$ cat src/rtl/niveles_carga_hist.sv
// ---------------------------------------------------------------------------
// niveles_carga_hist
//
// Battery charge-level classifier with hysteresis and a hold filter.
// The N_BAT charge samples are summed into a registered total, which is
// classified against 25 / 50 / 75 % of MAX_CARGA. The level is committed
// only after HOLD consecutive valid samples agree on the same new level.
// Each threshold is shifted by HYST away from the current level, so a
// total sitting on a threshold cannot make the outputs chatter.
//
// Ports
//   clk             system clock, rising edge
//   rst_n           synchronous reset, active-low
//   muestra_valida  carga_baterias is valid this cycle
//   carga_baterias  packed charges, battery i at [i*W +: W]
//   carga_total     registered full-width sum of the last valid sample
//   nivel           committed level: 0 critico, 1 regular, 2 aceptable,
//                   3 optimo
//   optimo, aceptable, regular, critico
//                   registered one-hot decode of nivel
//   cambio          single-cycle pulse on the cycle nivel changes
// ---------------------------------------------------------------------------
module niveles_carga_hist #(
    parameter int N_BAT     = 2,
    parameter int W         = 4,
    parameter int MAX_CARGA = 30,
    parameter int HOLD      = 4,
    parameter int HYST      = 1,
    // Sum width: N_BAT values of W bits never exceed W + clog2(N_BAT) bits.
    localparam int SW       = W + $clog2(N_BAT)
) (
    input  logic                 clk,
    input  logic                 rst_n,
    input  logic                 muestra_valida,
    input  logic [N_BAT*W-1:0]   carga_baterias,
    output logic [SW-1:0]        carga_total,
    output logic [1:0]           nivel,
    output logic                 optimo,
    output logic                 aceptable,
    output logic                 regular,
    output logic                 critico,
    output logic                 cambio
);

    // Thresholds in plain 32-bit integer arithmetic (truncating division).
    localparam int T3 = MAX_CARGA * 75 / 100;
    localparam int T2 = MAX_CARGA * 50 / 100;
    localparam int T1 = MAX_CARGA * 25 / 100;

    // Hold counter only has to reach HOLD.
    localparam int CW = $clog2(HOLD + 1);

    // -----------------------------------------------------------------------
    // Elaboration-time parameter checks
    // -----------------------------------------------------------------------
    if (N_BAT < 1) begin : g_err_nbat
        $error("niveles_carga_hist: N_BAT must be >= 1");
    end
    if (HOLD < 1) begin : g_err_hold
        $error("niveles_carga_hist: HOLD must be >= 1");
    end
    if (HYST < 0) begin : g_err_hyst_neg
        $error("niveles_carga_hist: HYST must be >= 0");
    end
    // Every hysteresis band must stay inside its own level, otherwise the
    // shifted thresholds could overlap and a level would become unreachable.
    if ((T1 <= HYST) || ((T2 - T1) <= 2 * HYST) || ((T3 - T2) <= 2 * HYST))
    begin : g_err_hyst_band
        $error("niveles_carga_hist: HYST too large for MAX_CARGA thresholds");
    end
    if (MAX_CARGA >= (1 << SW)) begin : g_err_max
        $error("niveles_carga_hist: MAX_CARGA does not fit in SW bits");
    end

    // -----------------------------------------------------------------------
    // State
    // -----------------------------------------------------------------------
    logic [SW-1:0] carga_total_reg;
    logic [SW-1:0] carga_total_next;
    logic          v1_reg;
    logic [1:0]    nivel_reg;
    logic [1:0]    nivel_next;
    logic [1:0]    pend_reg;
    logic [1:0]    pend_next;
    logic [CW-1:0] cnt_reg;
    logic [CW-1:0] cnt_next;
    logic          cambio_reg;
    logic          cambio_next;
    logic [3:0]    onehot_reg;   // {optimo, aceptable, regular, critico}
    logic [3:0]    onehot_next;

    // -----------------------------------------------------------------------
    // Stage 1: channel extraction and summation
    // -----------------------------------------------------------------------
    logic [SW-1:0] canal [N_BAT];
    logic [SW-1:0] suma;

    for (genvar gi = 0; gi < N_BAT; gi++) begin : g_canal
        assign canal[gi] = SW'(carga_baterias[gi*W +: W]);
    end

    always_comb begin
        suma = '0;
        for (int i = 0; i < N_BAT; i++) begin
            suma = suma + canal[i];
        end
    end

    // The total is only refreshed by valid samples and otherwise holds.
    always_comb begin
        carga_total_next = carga_total_reg;
        if (muestra_valida) begin
            carga_total_next = suma;
        end
    end

    // -----------------------------------------------------------------------
    // Stage 2: hysteresis comparison
    // -----------------------------------------------------------------------
    // A threshold above the current level must be exceeded by HYST to climb;
    // a threshold at or below it must be undershot by HYST to fall.
    logic [31:0] total32;
    logic [2:0]  supera;
    logic [1:0]  cand;

    assign total32 = 32'(carga_total_reg);

    for (genvar gi = 1; gi <= 3; gi++) begin : g_umbral
        localparam int T    = (gi == 3) ? T3 : ((gi == 2) ? T2 : T1);
        localparam int SUBE = T + HYST;
        localparam int BAJA = T - HYST;
        assign supera[gi-1] = (int'(nivel_reg) < gi) ? (total32 >= 32'(SUBE))
                                                     : (total32 >= 32'(BAJA));
    end

    // Candidate level = number of effective thresholds reached.
    assign cand = 2'({1'b0, supera[0]} + {1'b0, supera[1]} + {1'b0, supera[2]});

    // -----------------------------------------------------------------------
    // Hold filter and commit
    // -----------------------------------------------------------------------
    logic [CW-1:0] cuenta;

    always_comb begin
        nivel_next  = nivel_reg;
        pend_next   = pend_reg;
        cnt_next    = cnt_reg;
        cambio_next = 1'b0;
        cuenta      = '0;
        if (v1_reg) begin
            if (cand == nivel_reg) begin
                // Any sample agreeing with the committed level restarts the hold.
                cnt_next  = '0;
                pend_next = nivel_reg;
            end else begin
                if (cand == pend_reg) begin
                    cuenta = cnt_reg + CW'(1);
                end else begin
                    // A different candidate starts its own run from one.
                    cuenta    = CW'(1);
                    pend_next = cand;
                end
                if (int'(cuenta) >= HOLD) begin
                    // Commit directly, even across several levels.
                    nivel_next  = cand;
                    pend_next   = cand;
                    cnt_next    = '0;
                    cambio_next = 1'b1;
                end else begin
                    cnt_next = cuenta;
                end
            end
        end
    end

    // One-hot outputs are registered alongside nivel so they switch together.
    always_comb begin
        onehot_next = 4'b0000;
        onehot_next[nivel_next] = 1'b1;
    end

    // -----------------------------------------------------------------------
    // Registers
    // -----------------------------------------------------------------------
    always_ff @(posedge clk) begin
        if (!rst_n) begin
            carga_total_reg <= '0;
            v1_reg          <= 1'b0;
            nivel_reg       <= 2'd0;
            pend_reg        <= 2'd0;
            cnt_reg         <= '0;
            cambio_reg      <= 1'b0;
            onehot_reg      <= 4'b0001;
        end else begin
            carga_total_reg <= carga_total_next;
            v1_reg          <= muestra_valida;
            nivel_reg       <= nivel_next;
            pend_reg        <= pend_next;
            cnt_reg         <= cnt_next;
            cambio_reg      <= cambio_next;
            onehot_reg      <= onehot_next;
        end
    end

    assign carga_total = carga_total_reg;
    assign nivel       = nivel_reg;
    assign cambio      = cambio_reg;
    assign optimo      = onehot_reg[3];
    assign aceptable   = onehot_reg[2];
    assign regular     = onehot_reg[1];
    assign critico     = onehot_reg[0];

endmodule

$ cat config.mk
export PLATFORM = sky130hd
export DESIGN_NAME = niveles_carga_hist
export DESIGN_NICKNAME = d
export VERILOG_FILES = /design/src/rtl/niveles_carga_hist.sv
export SDC_FILE = /design/constraint.sdc
export NUM_CORES = 1
export LEC_CHECK = 0
export CAP_MARGIN = 20
export CORE_MARGIN = 2
export CORE_UTILIZATION = 50
export DETAILED_ROUTE_END_ITERATION = 16
export DONT_BUFFER_PORTS = 1
export PLACE_DENSITY = 0.77
export SLEW_MARGIN = 25
export SYNTH_ARGS = -nofsm -noshare
export SYNTH_HDL_FRONTEND = slang
export SYNTH_SLANG_ARGS = --single-unit
export TNS_END_PERCENT = 100
$ cat constraint.sdc
create_clock -name clk -period 2.53 [get_ports clk]
set_input_delay 0.253 -clock clk [delete_from_list [all_inputs] [get_ports clk]]
set_output_delay 0.253 -clock clk [all_outputs]
set_load 0.01 [all_outputs]
# After elaboration in Yosys (flattened, before gate mapping)
# Index checks and enable logic that the tools add are counted.
totals:
  register_bits: 18
op_classes:
  n_addsub: 4
  n_lt_le_gt_ge: 12
  n_eq_ne: 3
  n_mux: 17
  bitwise_logic: 2
  n_reduce_logical: 3
op_table:
  columns: ["op", "n"]
  rows:
  - ["$ge 5x5->1 const B", 3]
  - ["$mux 3", 5]
  - ["$mux 2", 6]
  - ["$ge 5x4->1 const B", 2]
  - ["$add 4x4->5", 1]
  - ["$ge 5x3->1 const B", 1]
  - ["$mux 1", 5]
  - ["$eq 2x2->1", 2]
  - ["$lt 2x2->1 const B", 2]
  - ["$add 3x1->3 const B", 1]
  - ["$ge 3x3->1 const B", 1]
  - ["$lt 2x3->1 const B", 1]
  - ["$ne 3x2->1 const B", 1]
  - ["$reduce_or 3->1", 1]
  - ["$add 1x1->2", 1]
  - ["$add 2x1->2", 1]
  - ["$demux 1 s2", 1]
  - ["$ge 2x1->1 const B", 1]
  - ["$lt 2x1->1 const B", 1]
  - ["$not 1->1", 2]
  - ["$reduce_and 2->1", 1]
  - ["$logic_and 1x1->1", 1]

# Logic depth before layout (Yosys ltp)
# Gate-level depths: netlist of the first run.
logic_depth:
  depth_word: 16
  mapped_depth: 8
  ltp_nobuf: 7

# Worst setup path before layout of the first run
# No wires, ideal clock.
synth_path:
  path_kind: "flip-flop to flip-flop"
  startpoint: "reg nivel_reg[1], in the netlist nivel[1]"
  endpoint: "reg onehot_reg[0]"
  t_arrival_ns: 2.426
  setup_slack_ns: -0.017
  path_stages_with_launch: 8
  period_less_slack_ns: 2.547
  cell_sequence: "dfxtp_1 clkbuf_1 or2_2 a311oi_1 fa_1 xor2_2 nand4_4 mux2_4"
synth_between:
  elab_chain_len: 16
  elab_cells_between_ends: 22
  cone_classes: "2 x add/sub; 6 x order compare; 2 x eq/ne; 11 x mux; 1 x reduce/logical"
synth_rtl:
  columns: ["item", "line_no", "source"]
  rows:
  - ["start, declared", "81", "logic [1:0] nivel_reg;"]
  - ["start signal, assigned", "197", "nivel_reg <= nivel_next;"]
  - ["$lt 2x1->1 or $lt 2x2->1 (tied branches)", "132", "assign supera[gi-1] = (int'(nivel_reg) < gi) ? (total32 >= 32'(SUBE))"]
  - ["$mux 1", "132", null]
  - ["$add 1x1->2", "137", "assign cand = 2'({1'b0, supera[0]} + {1'b0, supera[1]} + {1'b0, supera[2]});"]
  - ["$add 2x1->2", "137", null]
  - ["$eq 2x2->1", "156", "if (cand == pend_reg) begin"]
  - ["$mux 3", "156", null]
  - ["$mux 3", "151", "if (cand == nivel_reg) begin"]
  - ["$mux 3", "150", "if (v1_reg) begin"]
  - ["$ge 3x3->1", "163", "if (int'(cuenta) >= HOLD) begin"]
  - ["$mux 2", "163", null]
  - ["$mux 2", "151", null]
  - ["$mux 2 (*)", "150", null]
  - ["$lt 2x3->1 (implied by the code) or $ge 2x1->1 (tied branches)", "179", "onehot_next[nivel_next] = 1'b1;"]
  - ["$logic_and 1x1->1 (implied by the code)", "179", null]
  - ["$mux 1 (implied by the code)", "179", null]
  - ["$demux 1 s2 (*)", "179", null]
  - ["end signal, assigned", "201", "onehot_reg <= onehot_next;"]
  - ["end, declared", "89", "logic [3:0] onehot_reg;"]
# Mark *: on every way between the ends. The rest lies on a longest branch, timed or not. The select of a mux whose other input is x is not followed.
# A chain may end at the register's enable or synchronous reset.

# Final worst setup path of the first run
layout_path:
  startpoint: "reg nivel_reg[0], in the netlist nivel[0]"
  endpoint: "reg onehot_reg[2]"
# The elaborated chain is that of the path after synthesis.

==> results of run 1 <==
-- metal layers --
metal | wire, um | GRT usage (%) | share of wire, %
met4 | 23 | 5.714 | 1.4
met2 | 831 | 27.85 | 50
met1 | 704 | 17.64 | 42
met5 | 0 | 0 | 0
met3 | 100 | 6.135 | 6.0
-- cells by family (layout without fill, tap and decap cells) --
logic type,after synthesis,in the layout,synth area share (%)
buffers and inverters,12,14,4.567
multiplexers,8,8,9.383
XOR/XNOR,6,6,8.519
adder cells (fa/ha/maj),7,7,10.12
AO/OA/AOI/OAI,17,17,12.47
flip-flops,18,18,35.56
AND/OR/NAND/NOR,35,35,19.38
-- cell type report --
cell class / instances / area, um2 / area share (%)
inverters: 7 / 26.28 / 2.433
clock buffers: 3 / 22.52 / 2.086
well taps: 27 / 33.78 / 3.129
multi-input cells: 73 / 606.8 / 56.20
flip-flops and latches: 18 / 360.3 / 33.37
repair buffers: 4 / 30.03 / 2.781
-- report_power, final --
part           total, W  internal, W  switching (W)
Sequential     0.000315     0.000295      0.0000193
Clock          0.000132    0.0000554      0.0000769
Combinational  0.000101    0.0000503      0.0000505
-- cell usage in the layout (no fill, tap or decap), drive strengths merged, types with 2 or more instances in the layout --
master	instances
nor2b	3
o21ai	4
nand2	10
xnor2	3
xor2	3
clkbuf	3
o211a	4
fa	2
dfxtp	18
o31ai	2
and3	3
inv	7
nor2	4
nand2b	2
nand3	7
mux2	3
nand3b	2
or2	2
mux2i	5
buf	4
ha	5
-- stage by stage --
stage                     total power, W  hold WS (ns)  setup WS [ns]
after floorplan                0.0004042        0.4171        0.02253
after global placement         0.0004175        0.3588         0.2005
after detailed placement       0.0004232        0.3581         0.1530
after CTS                      0.0005590       0.04479         0.1315
after global routing           0.0005857       0.03325        0.01103
final                          0.0005476       0.05718         0.1519
-- worst paths after layout --
check	start	endpoint	slack, ns	cells after the start
worst max-delay path	nivel[0]	onehot_reg[2]	0.15	6
worst min-delay path	muestra_valida	carga_total[4]	0.06	1
worst max register to register	nivel[0]	onehot_reg[2]	0.15	6
worst min register to register	cnt_reg[1]	cnt_reg[1]	0.50	2
-- worst max-delay path, delay by kind of cell, from the launching register on --
family / cells / cell delay (ns)
AOI/OAI and AO/OA: 1 / 0.32
and+or+nand+nor: 2 / 0.52
muxes: 1 / 0.34
adders and majority gates: 1 / 0.51
DFF: 1 / 0.34
xor gates and xnor gates: 1 / 0.24
==> impl_metrics.csv, run 1 <==
group,metric,value,unit
synth,synth-seq-cells,18,
clock_network,cts_root_buf,"clkbuf_4",
synth,async_reset_ff_share,0,%
cells_and_area,drive_gt1_share,17.14,%
synth,yosysTopAreaCellShare,35.56,%
status,status,"complete, no violations",
critical_path,crit_path_cell_trace,"or2_2 -> a311oi_1 -> fa_1 -> xor2_2 -> nand4_4 -> mux2_4",
power,p_leak,0.5012,nW
synth,synth_cells,103,
floorplanning,fp.dieH,49.02,um
clock_network,cts_hold_buf,0,
route,antenna_left,0,
synth,ys_types,33,
synth,yosys.area.top_type,"dfxtp_1",
floorplanning,rows,16,
critical_path,arrival,2.56,ns
route,first_pass_iters,4,
grt,grt_first_pass_wirelength,2904,um
synth,synth_seq_area_share,35.56,%
clock_network,clk_latency,0.29,ns
grt,gr-total-overflow,0,
floorplanning,die_w,49.02,um
clock_network,cts_max_level,1,
cells_and_area,final_core_util,55.61,%
placed_design,dp_hpwl,1345,um
sta,min_period_over_period,94.00,%
grt,first_global_vias,671,
synth,synthTopCellsByArea,"dfxtp_1, ha_1, mux2i_1",
grt,antenna_found_initial,0,
synth,synth_common_cells,"dfxtp_1, nand2_1, inv_1, nand3_1",
flow_run,maxCapViolCount,0,
sta,drv_slew,0,
route,viasPerCell,5.379,
floorplanning,ios,23,
clock_network,cts.clk_slew.worst_paths,0.08,ns
placed_design,dp.cells,129,
sta,slew_headroom,75.20,%
synth,yosysWarnings,0,
critical_path,cp-start-kind,"flip-flop",
placed_design,io_buffers,0,
floorplanning,start_util,52.19,%
grt,grt_max_degree,23,
clock_network,cts_max_path_buffers,2,
sta,setup_viol,0,
grt,track_usage,15.99,%
placed_design,dpl-instance-area,0.001057,mm2
clock_network,ctsResizeCount,0,
floorplanning,core_area,0.001942,mm2
cells_and_area,largest_reg_flops,5,
synth,synth_flop_cell,"dfxtp_1",
hold_path,min_path_type,"input port to flip-flop",
clock_network,cts_buffers,3,
critical_path,worstSetupPathType,"flip-flop to flip-flop",
sta,timing.final.hold_violations,0,
critical_path,crit_fanout,7,
route,remaining_drc_errors,0,
sta,fin_setup_tns,0,ns
power,ir_drop,0.3554,mV
cells_and_area,design_area,0.001080,mm2
route,routed_wl,1660,um
cells_and_area,nNetsFinal,125,
sta,max_clock_freq,420.5,MHz
cells_and_area,diodes,0,
placed_design,place_congestion,0.7557,
route,wl_per_cell,12.58,um
critical_path,slowest_stage,"fa_1",
route,drtIter0Drc,9,
critical_path,required,2.71,ns
clock_network,cts_sinks,18,
sta,finalClockSkew,0.002575,ns
clock_network,cts_setup_buffers,0,
synth,synth_nets,121,
power,p_per_area,507.1,mW/mm2
cells_and_area,stdcell_count,132,
critical_path,endpoint_kind,"flip-flop",
cells_and_area,n_fill_cell,196,
sta,grt_setup_unrepaired,"false",
synth,syn_avg_cell_area,9.840,um2
cells_and_area,syn2layout_area_growth,6.544,%
sta,worstMarginPinSlew,0.3681,ns
floorplanning,die_area,0.002403,mm2
critical_path,max_stage_delay,0.51,ns
clock_network,cts_tree,"done",
sta,layout_min_cycle_time,2.378,ns
route,vias,710,
synth,netlist_area,0.001013,mm2
synth,synth_edf_count,0,
synth,synth.most_common_cell,"dfxtp_1",
Power figures use the tool's default switching activity.
==> run 2, diff against run 1 <==
Settings changed: ABC_AREA set to 1, SKIP_CTS_REPAIR_TIMING set to 1.
==> run 2 against run 1 <==
Clock skew increased by 0.00056 ns; combinational power increased by 9.9%; first-iteration DRC count increased by 22%; setup slack improved by 0.12 ns; critical path type unchanged; largest cell class unchanged; highest routed layer unchanged.
==> impl_metrics.csv, run 2 <==
group,metric,value,unit
grt,grt_first_pass_wirelength,2801,um
placed_design,dpl-instance-area,965.9,um2
critical_path,critical-path-top-delay-family,"simple AND/OR/NAND/NOR gates",
synth,yosysWarnings,0,
critical_path,worstSetupPathType,"flip-flop to flip-flop",
floorplanning,ios,23,
grt,gr-total-overflow,0,
sta,drv_slew,0,
floorplanning,die_w,47.44,um
floorplanning,rows,15,
route,first_pass_iters,4,
placed_design,io_buffers,0,
synth,synth.most_common_cell,"nand2_1",
clock_network,cts_sinks,18,
floorplanning,start_util,54.05,%
sta,slew_headroom,78.26,%
power,p_per_area,594.0,mW/mm2
route,wl_per_cell,10.42,um
grt,antenna_found_initial,0,
synth,netlist_area,943.4,um2
clock_network,cts_buffers,3,
critical_path,endpoint_kind,"flip-flop",
cells_and_area,syn2layout_area_growth,6.233,%
route,vias,780,
clock_network,cts_root_buf,"clkbuf_4",
synth,yosys.area.top_type,"dfxtp_1",
synth,yosysTopAreaCellShare,38.20,%
clock_network,cts.clk_slew.worst_paths,0.10,ns
synth,synth_common_cells,"nand2_1, inv_1, dfxtp_1",
floorplanning,core_area,0.001745,mm2
cells_and_area,design_area,0.001002,mm2
synth,syn_avg_cell_area,7.147,um2
flow_run,maxCapViolCount,0,
grt,grt_max_degree,14,
grt,met2_usage,26.76,%
grt,gr-usage-met1,22.61,%
sta,timing.final.hold_violations,0,
sta,max_clock_freq,442.5,MHz
placed_design,place_congestion,0.8183,
hold_path,min_path_type,"input port to flip-flop",
sta,fin_setup_tns,0,ns
critical_path,slowest_stage,"fa_1",
status,status,"complete, no violations",
clock_network,cts_tree,"done",
grt,grt.busiest_layer,"met2",
route,routed_wl,1656,um
cells_and_area,mostFrequentLayoutCells,"nand2_1, inv_1, dfxtp_1",
placed_design,dp_hpwl,1316,um
cells_and_area,n_fill_cell,161,
synth,synth_nets,150,
cells_and_area,diodes,0,
cells_and_area,largest_reg_flops,5,
grt,first_global_vias,669,
synth,synth_seq_area_share,38.20,%
clock_network,cts_max_level,1,
route,remaining_drc_errors,0,
critical_path,arrival,2.45,ns
clock_network,cts_max_path_buffers,2,
sta,finalClockSkew,0.003134,ns
critical_path,crit_fanout,6,
sta,worstMarginPinSlew,0.3237,ns
sta,grt_setup_unrepaired,"false",
power,ir_drop,0.4388,mV
floorplanning,fp.dieH,47.44,um
synth,synth-seq-cells,18,
synth,synth_cells,132,
cells_and_area,nNetsFinal,153,
synth,synth_flop_cell,"dfxtp_1",
critical_path,crit_path_cell_trace,"nand2_1 -> inv_1 -> nand2_1 -> nand3_1 -> nand2_1 -> fa_1 -> inv_2 -> nand2_1 -> nand2_1 -> nor2_4 -> nand2_1 -> nand2_1 -> nand2_1 -> nand2_1 -> nand2_1",
sta,min_period_over_period,89.32,%
cells_and_area,final_common_cell,"nand2_1",
floorplanning,die_area,0.002250,mm2
synth,synth_edf_count,0,
sta,layout_min_cycle_time,2.260,ns
route,antenna_left,0,
synth,async_reset_ff_share,0,%
synth,ys_types,19,
grt,track_usage,17.68,%
cells_and_area,drive_gt1_share,8.209,%
power,p_leak,0.5200,nW
sta,setup_viol,0,
route,viasPerCell,4.906,
grt,met3_usage,8.302,%
synth,synthTopCellsByArea,"dfxtp_1, nand2_1, inv_1",
critical_path,required,2.72,ns
critical_path,critPathMostFrequentCell,"nand2_1",
route,drtIter0Drc,11,
critical_path,cp-start-kind,"flip-flop",
critical_path,critical_path.n_buffers_inverters,2,
critical_path,max_stage_delay,0.61,ns
clock_network,clk_latency,0.28,ns
## run 2: cell types whose count changed after synthesis, moves of 4 or more
| cell | previous run | this run |
|---|---|---|
| nand2_1 | 10 | 29 |
| inv_1 | 7 | 21 |
| o21ai_0 | 4 | 8 |
| mux2i_1 | 5 | 0 |
| a21oi_1 | 1 | 9 |
| nor2_1 | 4 | 16 |
| o211a_1 | 4 | 0 |
## run 2: worst paths after layout
path                   from  depth (start not counted)  slack [ns]             to
min                   rst_n                          1        0.04  onehot_reg[0]
min reg2reg      cnt_reg[2]                          2        0.45     cnt_reg[2]
max          carga_total[1]                         15        0.27  onehot_reg[0]
max reg2reg  carga_total[1]                         15        0.27  onehot_reg[0]
## run 2: through the flow
| step | total power [W] | utilization (%) | std cells | worst slack, ns | hold WS (ns) |
|---|---|---|---|---|---|
| finish | 0.0005954 | 57.42 | 159 | 0.2703 | 0.04096 |
| global route | 0.0006331 | 57.42 | 159 | 0.1006 | 0.03029 |
| CTS | 0.0006046 | 57.42 | 159 | 0.2793 | 0.02944 |
| detailed placement | 0.0004329 | 55.34 | 155 | 0.2972 | 0.3364 |
| global placement | 0.0004288 | 55.34 | 155 | 0.3405 | 0.3265 |
| floorplan | 0.0004154 | - | 132 | 0.4692 | 0.3433 |
## run 2: final cells by class
type	instances	area, um2	area share (%)
multi-input combinational	89	488.0	48.69
sequential	18	360.3	35.96
inverter	23	86.33	8.614
clock buffer	4	36.28	3.620
tap	25	31.28	3.121
## run 2: kinds of logic after synthesis
group                    Yosys count  synth area share (%)
AND/OR/NAND/NOR                   61                 28.38
buffers and inverters             25                 10.08
AO/OA/AOI/OAI                     19                 10.61
flip-flops                        18                 38.20
adder cells (fa/ha/maj)            7                 10.88
XOR/XNOR                           2                 1.857
## run 2: power breakdown
part	internal (W)	switching [W]
registers	0.000297	0.0000187
clock network	0.0000875	0.0000806
logic	0.0000431	0.0000679
total	0.000428	0.000167
## run 2: per-layer routing
layer	share of wire (%)	vias to the layer above
met5	0	-
met4	0.91	0
met3	6.4	2
met2	46	16
met1	46	347
li1	-	415
==> run 3, diff against run 2 <==
Settings changed: PLACE_DENSITY 0.77 to 0.68.
==> run 3 against run 2 <==
Combinational power about the same; sequential power hardly changed; total power increased by 1.2%; clock skew down 0.0019 ns; die area did not move; sequential share of layout area stayed put; cell count is the same; register-to-register slack worse by 0.02 ns; via count is 0.51% higher; largest power group unchanged; first-iteration DRC count down 82%.
==> impl_metrics.csv, run 3 (synthesis gave the netlist of run 2 again) <==
group,metric,value,unit
status,status,"complete, no violations",
critical_path,critPathLaunch,"nivel[1]",
clock_network,cts.clk_slew.worst_paths,0.10,ns
route,remaining_drc_errors,0,
sta,min_period_over_period,90.26,%
flow_run,maxCapViolCount,0,
clock_network,cts_buffers,3,
grt,grt_first_pass_wirelength,2794,um
power,p_leak,0.5200,nW
power,ir_drop,0.2842,mV
sta,timing.final.hold_violations,0,
placed_design,io_buffers,0,
floorplanning,rows,15,
sta,layout_min_cycle_time,2.284,ns
route,vias,784,
hold_path,min_path_type,"input port to flip-flop",
clock_network,cts_tree,"done",
sta,slew_headroom,79.50,%
clock_network,cts_root_buf,"clkbuf_4",
sta,grt_setup_unrepaired,"false",
critical_path,worstSetupPathType,"flip-flop to flip-flop",
floorplanning,fp.dieH,47.44,um
cells_and_area,seq_area,360.3,um2
sta,max_clock_freq,437.9,MHz
placed_design,dp_hpwl,1328,um
grt,antenna_found_initial,0,
clock_network,cts_max_level,1,
cells_and_area,diodes,0,
cells_and_area,multiInputGateArea,488.0,um2
critical_path,required,2.73,ns
sta,fin_hold_ws,0.02071,ns
cells_and_area,largest_reg_flops,5,
grt,first_global_vias,711,
route,wl_per_cell,10.57,um
cells_and_area,drive_gt1_share,8.209,%
sta,fin_setup_tns,0,ns
sta,worstMarginPinSlew,0.3070,ns
route,wl_met3,110,um
critical_path,endpoint_kind,"flip-flop",
clock_network,cts_sinks,18,
route,routed_wl,1680,um
floorplanning,die_w,47.44,um
cells_and_area,nNetsFinal,153,
grt,track_usage,18.07,%
critical_path,crit_fanout,6,
placed_design,place_congestion,0.8171,
sta,finalClockSkew,0.001200,ns
route,drtIter0Drc,2,
route,wl_met1,732,um
route,dr_wl_met2,795,um
hold_path,min_from,"rst_n",
clock_network,clk_latency,0.29,ns
route,highest_layer,"met4",
grt,grt_max_degree,14,
critical_path,rr_startpoint,"nivel[1]",
critical_path,arrival,2.49,ns
cells_and_area,n_fill_cell,180,
grt,gr-total-overflow,0,
cells_and_area,mostFrequentLayoutCells,"nand2_1, inv_1, dfxtp_1",
clock_network,cts_max_path_buffers,2,
route,first_pass_iters,4,
sta,setup_viol,0,
floorplanning,core_area,0.001745,mm2
floorplanning,die_area,0.002250,mm2
floorplanning,start_util,54.05,%
power,p_per_area,600.9,mW/mm2
cells_and_area,syn2layout_area_growth,6.233,%
critical_path,cp-start-kind,"flip-flop",
floorplanning,ios,23,
sta,drv_slew,0,
cells_and_area,final_common_cell,"nand2_1",
route,antenna_left,0,
route,viasPerCell,4.931,
-- run 3: power by group --
group	leakage [nW]	internal (W)	switching, W	total, W
clock	0.0210	0.0000878	0.0000877	0.000175
combinational	0.352	0.0000434	0.0000681	0.000111
sequential	0.147	0.000297	0.0000178	0.000315
-- run 3: worst paths after layout --
path | slack (ns) | to | depth (start not counted)
setup reg to reg | 0.25 | onehot_reg[0] | 13
hold reg to reg | 0.46 | cnt_reg[2] | 2
setup / recovery | 0.25 | onehot_reg[0] | 13
hold / removal | 0.02 | onehot_reg[0] | 1
-- run 3: layout make-up --
| class | instances | area share [%] |
|---|---|---|
| Inverter | 23 | 8.614 |
| Multi-Input combinational cell | 89 | 48.69 |
| Clock buffer | 4 | 3.620 |
| Sequential cell | 18 | 35.96 |
| Tap cell | 25 | 3.121 |
-- run 3: per-stage QoR --
| stage | cells | instance area (um2) | setup slack, ns | util [%] | total power [W] |
|---|---|---|---|---|---|
| after floorplan | 132 | 943.4 | 0.4692 | - | 0.0004154 |
| after global placement | 155 | 965.9 | 0.2706 | 55.34 | 0.0004316 |
| after detailed placement | 155 | 965.9 | 0.2410 | 55.34 | 0.0004340 |
| after CTS | 159 | 1002 | 0.2308 | 57.42 | 0.0006071 |
| after global routing | 159 | 1002 | 0.05511 | 57.42 | 0.0006411 |
| final | 159 | 1002 | 0.2465 | 57.42 | 0.0006022 |
-- run 3: layer usage --
metal | GRT usage, % | up-vias
met5 | 0 | -
li1 | - | 417
met3 | 4.906 | 4
met1 | 20.51 | 344
met4 | 11.67 | 0
met2 | 29.73 | 19
-- run 3: critical path, stage by stage, from the launching register on --
cell,delay (ns)
dfxtp_1,0.47
inv_1,0.12
a21oi_1,0.15
nor3_1,0.07
fa_1,0.66
inv_2,0.05
nand2_1,0.06
nand2_1,0.07
nor2_4,0.16
nand2_1,0.09
nand2_1,0.08
nand2_1,0.09
nand2_1,0.07
nand2_1,0.04
